<file path="src/rtl/sonic_tx_page_scheduler.sv">
// Read-side page sequencer for the 66-bit Tx circular buffer (rd_clk / gearbox domain).
// Define SONIC_TX_SCHED_STATS_EN to add the idle_cnt/page_cnt statistics counters and stats_clr.
module sonic_tx_page_scheduler #(
    parameter int unsigned NUM_PAGES     = 32,
    parameter int unsigned BLKS_PER_PAGE = 496,
    parameter int unsigned BLK_OFFSET    = 16,
    parameter int unsigned RD_LATENCY    = 2
) (
    input  logic        clk_in,
    input  logic        reset,
    input  logic        tx_enable,
    input  logic        page_done,
    input  logic        blk_req,
`ifdef SONIC_TX_SCHED_STATS_EN
    input  logic        stats_clr,
    output logic [31:0] idle_cnt,
    output logic [31:0] page_cnt,
`endif
    output logic [13:0] rd_address,
    output logic        rdreq,
    output logic        blk_valid,
    output logic        blk_idle,
    output logic        page_free,
    output logic [5:0]  pages_ready,
    output logic        overflow,
    output logic [1:0]  state
);

    localparam int unsigned ADDR_W = 14;
    localparam int unsigned PGN_W  = $clog2(NUM_PAGES);
    localparam int unsigned BLK_W  = ADDR_W - PGN_W;
    localparam int unsigned CNT_W  = PGN_W + 1;
    localparam int unsigned RDY_W  = 6;

    typedef enum logic [1:0] {
        ST_EMPTY = 2'd0,
        ST_SEND  = 2'd1,
        ST_STOP  = 2'd2
    } state_e;

    state_e                  state_q, state_d;
    logic [PGN_W-1:0]        pgn_q, pgn_d;
    logic [BLK_W-1:0]        blk_q, blk_d;
    logic [CNT_W-1:0]        rdy_q, rdy_d;
    logic                    ovf_q, ovf_d;
    logic                    free_q, free_d;
    logic [RD_LATENCY-1:0]   vpipe_q, vpipe_d;
    logic [RD_LATENCY-1:0]   ipipe_q, ipipe_d;

    logic rdreq_c;
    logic last_c;
    logic accept_c;

    // Read strobe is gated by the request only in SEND; the address is already stable from registers.
    assign rdreq_c  = blk_req & (state_q == ST_SEND);
    assign last_c   = rdreq_c & (blk_q == BLK_W'(BLKS_PER_PAGE - 1));
    assign accept_c = page_done & (rdy_q < CNT_W'(NUM_PAGES));

    always_comb begin
        state_d = state_q;
        pgn_d   = pgn_q;
        blk_d   = blk_q;
        rdy_d   = rdy_q;
        ovf_d   = ovf_q | (page_done & ~accept_c);
        free_d  = last_c;

        // Accept and completion in the same cycle cancel out.
        if (accept_c && !last_c) begin
            rdy_d = rdy_q + CNT_W'(1);
        end else if (!accept_c && last_c && (rdy_q != '0)) begin
            rdy_d = rdy_q - CNT_W'(1);
        end

        if (rdreq_c) begin
            if (last_c) begin
                blk_d = '0;
                pgn_d = pgn_q + PGN_W'(1);
            end else begin
                blk_d = blk_q + BLK_W'(1);
            end
        end

        // Each request cycle leaves exactly one of valid/idle at the far end of the pipe.
        vpipe_d[0] = rdreq_c;
        ipipe_d[0] = blk_req & ~rdreq_c;
        for (int i = 1; i < int'(RD_LATENCY); i++) begin
            vpipe_d[i] = vpipe_q[i-1];
            ipipe_d[i] = ipipe_q[i-1];
        end

        case (state_q)
            ST_EMPTY: begin
                if ((rdy_q != '0) && tx_enable) state_d = ST_SEND;
            end
            ST_SEND: begin
                if (last_c) begin
                    if (rdy_d == '0)     state_d = ST_EMPTY;
                    else if (!tx_enable) state_d = ST_STOP;
                end
            end
            ST_STOP: begin
                if (tx_enable) state_d = (rdy_q != '0) ? ST_SEND : ST_EMPTY;
            end
            default: state_d = ST_EMPTY;
        endcase
    end

    always_ff @(posedge clk_in or posedge reset) begin
        if (reset) begin
            state_q <= ST_EMPTY;
            pgn_q   <= '0;
            blk_q   <= '0;
            rdy_q   <= '0;
            ovf_q   <= 1'b0;
            free_q  <= 1'b0;
            vpipe_q <= '0;
            ipipe_q <= '0;
        end else begin
            state_q <= state_d;
            pgn_q   <= pgn_d;
            blk_q   <= blk_d;
            rdy_q   <= rdy_d;
            ovf_q   <= ovf_d;
            free_q  <= free_d;
            vpipe_q <= vpipe_d;
            ipipe_q <= ipipe_d;
        end
    end

    assign rd_address  = {pgn_q, blk_q + BLK_W'(BLK_OFFSET)};
    assign rdreq       = rdreq_c;
    assign blk_valid   = vpipe_q[RD_LATENCY-1];
    assign blk_idle    = ipipe_q[RD_LATENCY-1];
    assign page_free   = free_q;
    assign pages_ready = RDY_W'(rdy_q);
    assign overflow    = ovf_q;
    assign state       = state_q;

`ifdef SONIC_TX_SCHED_STATS_EN
    logic [31:0] idle_cnt_q, idle_cnt_d;
    logic [31:0] page_cnt_q, page_cnt_d;

    // Saturating event counters; synchronous clear wins over counting.
    always_comb begin
        idle_cnt_d = idle_cnt_q;
        page_cnt_d = page_cnt_q;
        if (stats_clr) begin
            idle_cnt_d = '0;
            page_cnt_d = '0;
        end else begin
            if (blk_idle && (idle_cnt_q != '1)) idle_cnt_d = idle_cnt_q + 32'd1;
            if (free_q && (page_cnt_q != '1))   page_cnt_d = page_cnt_q + 32'd1;
        end
    end

    always_ff @(posedge clk_in or posedge reset) begin
        if (reset) begin
            idle_cnt_q <= '0;
            page_cnt_q <= '0;
        end else begin
            idle_cnt_q <= idle_cnt_d;
            page_cnt_q <= page_cnt_d;
        end
    end

    assign idle_cnt = idle_cnt_q;
    assign page_cnt = page_cnt_q;
`endif

endmodule

</file>
<file path="config.mk">
export PLATFORM = sky130hd
export DESIGN_NAME = sonic_tx_page_scheduler
export DESIGN_NICKNAME = d
export VERILOG_FILES = /design/src/rtl/sonic_tx_page_scheduler.sv
export SDC_FILE = /design/constraint.sdc
export NUM_CORES = 1
export LEC_CHECK = 0
export ABC_AREA = 1
export CAP_MARGIN = 30
export CORE_ASPECT_RATIO = 0.9
export CORE_MARGIN = 4
export CORE_UTILIZATION = 51
export CTS_CLUSTER_SIZE = 8
export DETAILED_ROUTE_END_ITERATION = 6
export PLACE_DENSITY = 0.83
export SETUP_SLACK_MARGIN = 0.1
export SLEW_MARGIN = 20
export SYNTH_ARGS = -nofsm -noshare
export SYNTH_HDL_FRONTEND = slang
export SYNTH_SLANG_ARGS = --single-unit
</file>
<file path="constraint.sdc">
create_clock -name clk_in -period 2.3 [get_ports clk_in]
set_input_delay 0.46 -clock clk_in [delete_from_list [all_inputs] [get_ports clk_in]]
set_output_delay 0.46 -clock clk_in [all_outputs]
set_load 0.03 [all_outputs]
</file>
==> run summary, run 1 <==
========================================================================================
Warnings from Yosys                                                                    0
Synthesized instance count                                                           199
Result of the run                                                           finished clean
Number of buffer and inverter instances along the worst setup path                     2
Ranking of synthesized cells by area                                        sky130_fd_sc_hd__dfrtp_1 42%, sky130_fd_sc_hd__nand2_1 9.6%, sky130_fd_sc_hd__inv_1 6.3%
Pin count of the biggest net entering global routing                                  29
Kind of cell adding the most delay to the critical path                     simple AND/OR/NAND/NOR gates
Count of pins over their slew limit                                                    0
Count of nets left with antenna violations after detail routing                        0
Global Route Usage Sum                                                             0.183
Min-Delay Path Class                                                        flip-flop to flip-flop
Portion of the clock cycle consumed by the worst path in the final layout          0.921
Static Leakage                                                                0.00114 uW
FILL cells                                                                           238
Largest area contributor in the netlist                                     sky130_fd_sc_hd__dfrtp_1
Switching power of the nets                                                      1440 uW
Violation count after the first detailed-route iteration                              72
Global route overflow                                                                  0
Cell at the root of the clock tree                                          sky130_fd_sc_hd__clkbuf_8
Cells along the critical path                                               inv_2 -> ha_4 -> nand2_2 -> nor2_4 -> nand3_4 -> buf_4 -> nand2_1 -> nand2_1 -> nor2_1 -> nor2_1 -> nor2_1 -> nand2_2 -> o21bai_4 -> nand2_1 -> nand2_1 -> nand2_1
Placeable core region                                                        0.00311 mm2
Pre-Repair DR Iteration Count                                                          4
Most frequently used cell type in the post-synthesis netlist                sky130_fd_sc_hd__nand2_1
Worst rel slew slack                                                               0.768
Vias per std cell                                                                   4.97
Input/output buffers                                                                  31
Setup violation total in the final timing report                                       0
Sequential group share of total power                                              0.277
Capturing element type of the critical path                                    flip-flop
Number of max-cap violations                                                           0
Post-synthesis average cell area                                                8.43 um2
Achievable clock frequency                                                     0.472 GHz
Wire length of the first global-routing pass                                     5.98 mm
Post-synth EDFFs                                                                       0
DRC                                                                                    0
Worst path required time                                                         2.47 ns
Final HPWL DP                                                                    2.69 mm
Most prevalent standard cell on the critical path                           sky130_fd_sc_hd__nand2_1
Row cnt                                                                               19
Total detailed-routing wirelength                                                3.66 mm
Synth Cell Area                                                              0.00168 mm2
Switching portion of total power                                                   0.480
Final core utilization                                                             0.715
CTS max path bufs                                                                      2
Ant. Diodes                                                                            0
Number of hold-slack violations in the final timing report                             0
List of most frequent post-synthesis cells                                  43 x sky130_fd_sc_hd__nand2_1, 28 x sky130_fd_sc_hd__dfrtp_1, 28 x sky130_fd_sc_hd__inv_1, 19 x sky130_fd_sc_hd__nand3_1, 17 x sky130_fd_sc_hd__nor2_1
Total nets after synthesis                                                           211
Number of antenna violations at the first check in global routing                      0
Share of the synthesized area in the top cell type                                 0.418
Combinational group share of total power                                           0.596
Data arrival time of the critical path                                           2.29 ns
Delay of the slowest critical-path stage                                         0.42 ns
Vertical die dimension                                                           62.4 um
Setup repair after global routing missed its margin                                  yes
Clock tree from TritonCTS                                                           done
Starting density of the core                                                       0.539
Via Count                                                                           1435
Count of distinct cell types in the synthesized netlist                               31
Clock Power Share                                                                  0.128
Die Area                                                                     0.00427 mm2
Number of global-route vias before repair                                           1359
Largest fanout of any net on the critical path                                         4
Clock-pin transition on the worst setup and hold timing paths                    0.10 ns
Commonest register cell after synthesis                                     sky130_fd_sc_hd__dfrtp_1
VDD IR-drop max                                                                 0.860 mV
Sink Count                                                                            28
Fraction of registers with async set or reset after synthesis                       1.00
Final nets                                                                           260
Htree depth                                                                            1
Setup total negative slack                                                          0 ns
Die span in x                                                                    68.5 um
Internal power                                                                   1560 uW
Pwr/cell area                                                                1350 mW/mm2
Fraction of final layout cells sized beyond drive strength 1                       0.211
Worst Clk Skew                                                                0.00796 ns
Startpoint types                                                               flip-flop
Area Overhead vs Synth                                                             32.7%
Number of buffers created by CTS                                                       3
Area of all sequential standard cells                                            701 um2
Number of top-level design ports                                                      32
WS Path Type                                                                flip-flop to flip-flop
Critical-path top delay cell                                                sky130_fd_sc_hd__dfrtp_1
Area of the multi-input gates                                                    853 um2
Tmin final                                                                       2.12 ns
Insertion delay to the later sink of the worst-skew pair                         0.28 ns
Register bit count reported by yosys                                                  28
Worst-margin pin slew                                                           0.349 ns
Average detailed-routed wire length per instance                                 12.7 um
GP Congestion                                                                      0.893
Share of synthesized area occupied by flip-flops and latches                       0.418
========================================================================================
-- worst register-to-register path, stage by stage (launching register included) --
cell	delay [ns]
sky130_fd_sc_hd__dfrtp_1	0.42
sky130_fd_sc_hd__inv_2	0.09
sky130_fd_sc_hd__ha_4	0.14
sky130_fd_sc_hd__nand2_2	0.06
sky130_fd_sc_hd__nor2_4	0.23
sky130_fd_sc_hd__nand3_4	0.12
sky130_fd_sc_hd__buf_4	0.15
sky130_fd_sc_hd__nand2_1	0.05
sky130_fd_sc_hd__nand2_1	0.05
sky130_fd_sc_hd__nor2_1	0.10
sky130_fd_sc_hd__nor2_1	0.05
sky130_fd_sc_hd__nor2_1	0.13
sky130_fd_sc_hd__nand2_2	0.09
sky130_fd_sc_hd__o21bai_4	0.15
sky130_fd_sc_hd__nand2_1	0.07
sky130_fd_sc_hd__nand2_1	0.06
sky130_fd_sc_hd__nand2_1	0.05
-- power by group through the flow --
stage	Sequential [uW]	Clock, uW	Combinational [uW]
finish	832	384	1790
global route	856	408	1960
CTS	825	389	1710
detailed placement	830	0	1770
global placement	821	0	1740
floorplan	945	0	1050
-- cells in the final DEF, fill, tap and decap left out, types with 4 or more instances in the layout --
cell	instances
sky130_fd_sc_hd__nand3_1	19
sky130_fd_sc_hd__inv_1	25
sky130_fd_sc_hd__xor2_1	4
sky130_fd_sc_hd__nand2_2	4
sky130_fd_sc_hd__a21oi_1	4
sky130_fd_sc_hd__dfrtp_1	28
sky130_fd_sc_hd__ha_1	5
sky130_fd_sc_hd__o21ai_0	8
sky130_fd_sc_hd__clkdlybuf4s50_1	25
sky130_fd_sc_hd__xnor2_1	5
sky130_fd_sc_hd__buf_4	19
sky130_fd_sc_hd__nor2_1	16
sky130_fd_sc_hd__nand2_1	42
sky130_fd_sc_hd__nor3_1	4
-- through the flow --
stage | std cells | instance area, um2 | hold slack, ns | setup WS [ns] | power (uW)
2_1_floorplan | 199 | 1680 | 0.331 | 0.167 | 2000
3_3_place_gp | 278 | 2090 | 0.334 | -0.0281 | 2560
3_5_place_dp | 278 | 2090 | 0.336 | -0.0788 | 2600
4_1_cts | 282 | 2150 | 0.359 | 0.123 | 2930
5_1_grt | 289 | 2230 | 0.364 | -0.000963 | 3220
6_report | 289 | 2230 | 0.356 | 0.181 | 3010
-- final cells by class --
class | instances | share of cell area
repair buffers | 49 | 0.194
clock inverters | 1 | 0.0135
multi-input cells | 136 | 0.383
inverters | 30 | 0.0522
well taps | 42 | 0.0236
clock buffers | 3 | 0.0185
flip-flops and latches | 28 | 0.315
-- worst paths after layout --
path,from,endpoint,slack (ns),cells after the start
min reg2reg,vpipe_q[0],vpipe_q[1],0.36,0
max,blk_q[4],state[0],0.18,16
min in group asynchronous,reset,pgn_q[0],0.54,3
min,vpipe_q[0],vpipe_q[1],0.36,0
max reg2reg,blk_q[4],state[0],0.18,16
max in group asynchronous,reset,pages_ready[1],1.50,3
-- cell families after synthesis --
kind of cell,share of synthesized area
buffers and inverters,0.0902
AOI/OAI and AO/OA,0.0641
adders and majority gates,0.0522
xor gates and xnor gates,0.0470
DFF,0.418
and+or+nand+nor,0.329
-- per-layer routing --
metal,vias up,routed length (um),global-route usage
met5,-,0,0
met1,670,1710,0.245
met4,0,48,0.0620
li1,725,-,-
met3,5,160,0.0324
met2,35,1740,0.292
-- sequential cells by signal (all words and copies together), names as in the netlist --
signal	cells
blk_q	9
pages_ready	6
pgn_q	5
ipipe_q	2
state	2
vpipe_q	2
overflow	1
page_free	1
-- repair_timing --
action,CTS,global route
setup endpoints to repair,4,4
hold buffers,0,0
setup buffers,0,7
cloned,0,0
gates resized for setup,4,14
pin swaps,0,9
No activity file was read; power rests on OpenSTA's default activity.
==> inputs of run 2 (changes only) <==
Settings changed: CORE_MARGIN 4 to 3.
==> run summary, run 2 (synthesis gave the netlist of run 1 again) <==
========================================================================================
Achievable clock frequency                                                     0.450 GHz   was 0.472 GHz
Worst-margin pin slew                                                           0.347 ns   was 0.349 ns
Area Overhead vs Synth                                                             28.2%   was 32.7%
Row cnt                                                                               19   unchanged
Most flop-heavy register                                                           blk_q   unchanged
Cell at the root of the clock tree                                          sky130_fd_sc_hd__clkbuf_4   was sky130_fd_sc_hd__clkbuf_8
Worst reg-to-reg setup slack                                                     0.21 ns   was 0.18 ns
Setup violation total in the final timing report                                       0   unchanged
Number of buffers created by CTS                                                       3   unchanged
CTS max path bufs                                                                      2   unchanged
Number of antenna violations at the first check in global routing                      0   unchanged
Worst Clk Skew                                                                 0.0123 ns   was 0.00796 ns
Average detailed-routed wire length per instance                                 12.3 um   was 12.7 um
Count of nets left with antenna violations after detail routing                        0   unchanged
Clock tree from TritonCTS                                                           done   unchanged
Result of the run                                                           finished clean   unchanged
DRC                                                                                    0   unchanged
Pin count of the biggest net entering global routing                                  29   unchanged
Wire length of the first global-routing pass                                     6.08 mm   was 5.98 mm
Pre-Repair DR Iteration Count                                                          4   unchanged
Placeable core region                                                        0.00309 mm2   was 0.00311 mm2
Number of max-cap violations                                                           0   unchanged
Switching power of the nets                                                      1420 uW   was 1440 uW
Static Leakage                                                                0.00110 uW   was 0.00114 uW
Combinational group share of total power                                           0.594   was 0.596
Final HPWL DP                                                                    2.69 mm   about the same
Starting density of the core                                                       0.543   was 0.539
Number of hold buffers added after CTS                                                 0   unchanged
Portion of the clock cycle consumed by the worst path in the final layout          0.967   was 0.921
Number of hold-slack violations in the final timing report                             0   unchanged
Setup total negative slack                                                          0 ns   unchanged
Clock-pin transition on the worst setup and hold timing paths                    0.15 ns   was 0.10 ns
Ant. Diodes                                                                            0   unchanged
Total detailed-routing wirelength                                                3.49 mm   was 3.66 mm
Area of the multi-input gates                                                    846 um2   was 853 um2
Tmin final                                                                       2.22 ns   was 2.12 ns
Worst rel slew slack                                                               0.767   was 0.768
Final non-filler cell area                                                   0.00215 mm2   was 0.00223 mm2
Vertical die dimension                                                           60.4 um   was 62.4 um
Input/output buffers                                                                  31   unchanged
Pwr/cell area                                                                1340 mW/mm2   was 1350 mW/mm2
Non-filler cells in the finished layout                                              283   was 289
Number of global-route vias before repair                                           1358   was 1359
Via Count                                                                           1404   was 1435
Most common cell after layout, fill and taps aside                          sky130_fd_sc_hd__nand2_1   unchanged
Vias per std cell                                                                   4.96   was 4.97
Min-Delay Path Class                                                        flip-flop to flip-flop   unchanged
Setup repair after global routing missed its margin                                  yes   unchanged
Die Area                                                                     0.00402 mm2   was 0.00427 mm2
GP Congestion                                                                      0.985   was 0.893
Startpoint types                                                               flip-flop   unchanged
Sink Count                                                                            28   unchanged
Final nets                                                                           254   was 260
Final total power                                                                2880 uW   was 3010 uW
Sequential group share of total power                                              0.295   was 0.277
Capturing element type of the critical path                                  output port   was flip-flop
Global route overflow                                                                  0   unchanged
Area of all sequential standard cells                                            702 um2   was 701 um2
WS Path Type                                                                flip-flop to output port   was flip-flop to flip-flop
Count of pins over their slew limit                                                    0   unchanged
Worst path required time                                                         1.84 ns   was 2.47 ns
Highest-count cells in the layout ignoring fill and taps                    42 x sky130_fd_sc_hd__nand2_1, 27 x sky130_fd_sc_hd__inv_1, 27 x sky130_fd_sc_hd__dfrtp_1   was 42 x sky130_fd_sc_hd__nand2_1, 28 x sky130_fd_sc_hd__dfrtp_1, 25 x sky130_fd_sc_hd__inv_1, 25 x sky130_fd_sc_hd__clkdlybuf4s50_1
Internal power                                                                   1460 uW   was 1560 uW
Fraction of final layout cells sized beyond drive strength 1                       0.191   was 0.211
Flip-flop count of the largest register after layout                                   9   unchanged
Number of top-level design ports                                                      32   unchanged
Die span in x                                                                    66.5 um   was 68.5 um
VDD IR-drop max                                                                  1.02 mV   was 0.860 mV
Data arrival time of the critical path                                           1.76 ns   was 2.29 ns
Final core utilization                                                             0.696   was 0.715
Violation count after the first detailed-route iteration                              86   was 72
Insertion delay to the later sink of the worst-skew pair                         0.33 ns   was 0.28 ns
Placed Instances                                                                     275   was 278
Largest fanout of any net on the critical path                                         5   was 4
Post-Place Cell Area                                                         0.00206 mm2   was 0.00209 mm2
Htree depth                                                                            1   unchanged
Clock Power Share                                                                  0.111   was 0.128
FILL cells                                                                           260   was 238
Switching portion of total power                                                   0.492   was 0.480
Global Route Usage Sum                                                             0.195   was 0.183
========================================================================================
## run 2: per-stage QoR
step           setup WS (ns)  hold slack (ns)
2_1_floorplan          0.167            0.331
3_3_place_gp         -0.0598            0.334
3_5_place_dp         -0.0713            0.339
4_1_cts               0.0923            0.376
5_1_grt              0.00670            0.390
6_report              0.0763            0.372
## run 2: final cells by class
class | count | share of cell area
inverter | 30 | 0.0541
tap | 42 | 0.0244
sequential | 28 | 0.326
timing repair buffer | 43 | 0.177
clock buffer | 3 | 0.0105
clock inverter | 1 | 0.0140
multi-input combinational | 136 | 0.393
## run 2: what timing repair did
item                                    CTS  global route
setup buffers                             0             4
pin swaps                                 0             6
endpoints found under the setup margin    4             5
gates resized for setup                   4            13
## run 2: layer usage
| metal | vias to the layer above | part of all wire | global-route usage |
|---|---|---|---|
| met5 | - | 0 | 0 |
| met1 | 648 | 0.45 | 0.263 |
| li1 | 715 | - | - |
| met2 | 37 | 0.49 | 0.339 |
| met3 | 4 | 0.046 | 0.0352 |
| met4 | 0 | 0.0098 | 0.0290 |
## run 2: critical path, stage by stage, from the launching register on
cell	delay, ns
sky130_fd_sc_hd__dfrtp_1	0.43
sky130_fd_sc_hd__inv_2	0.12
sky130_fd_sc_hd__buf_4	0.13
sky130_fd_sc_hd__buf_4	0.09
sky130_fd_sc_hd__clkdlybuf4s50_1	0.67
## run 2: worst paths after layout
| check | from | to | cells after the start |
|---|---|---|---|
| min | vpipe_q[0] | vpipe_q[1] | 0 |
| min reg2reg | vpipe_q[0] | vpipe_q[1] | 0 |
| max in group asynchronous | reset | pages_ready[0] | 3 |
| max reg2reg | blk_q[4] | state[0] | 15 |
| min in group asynchronous | reset | vpipe_q[0] | 3 |
| max | blk_q[4] | rd_address[4] | 4 |
## run 2: power groups by stage
stage | sequential, uW | combinational (uW) | clock, uW
final | 851 | 1710 | 320
after global routing | 878 | 1870 | 344
after CTS | 839 | 1670 | 326
after detailed placement | 847 | 1720 | 0
after global placement | 847 | 1680 | 0
after floorplan | 945 | 1050 | 0
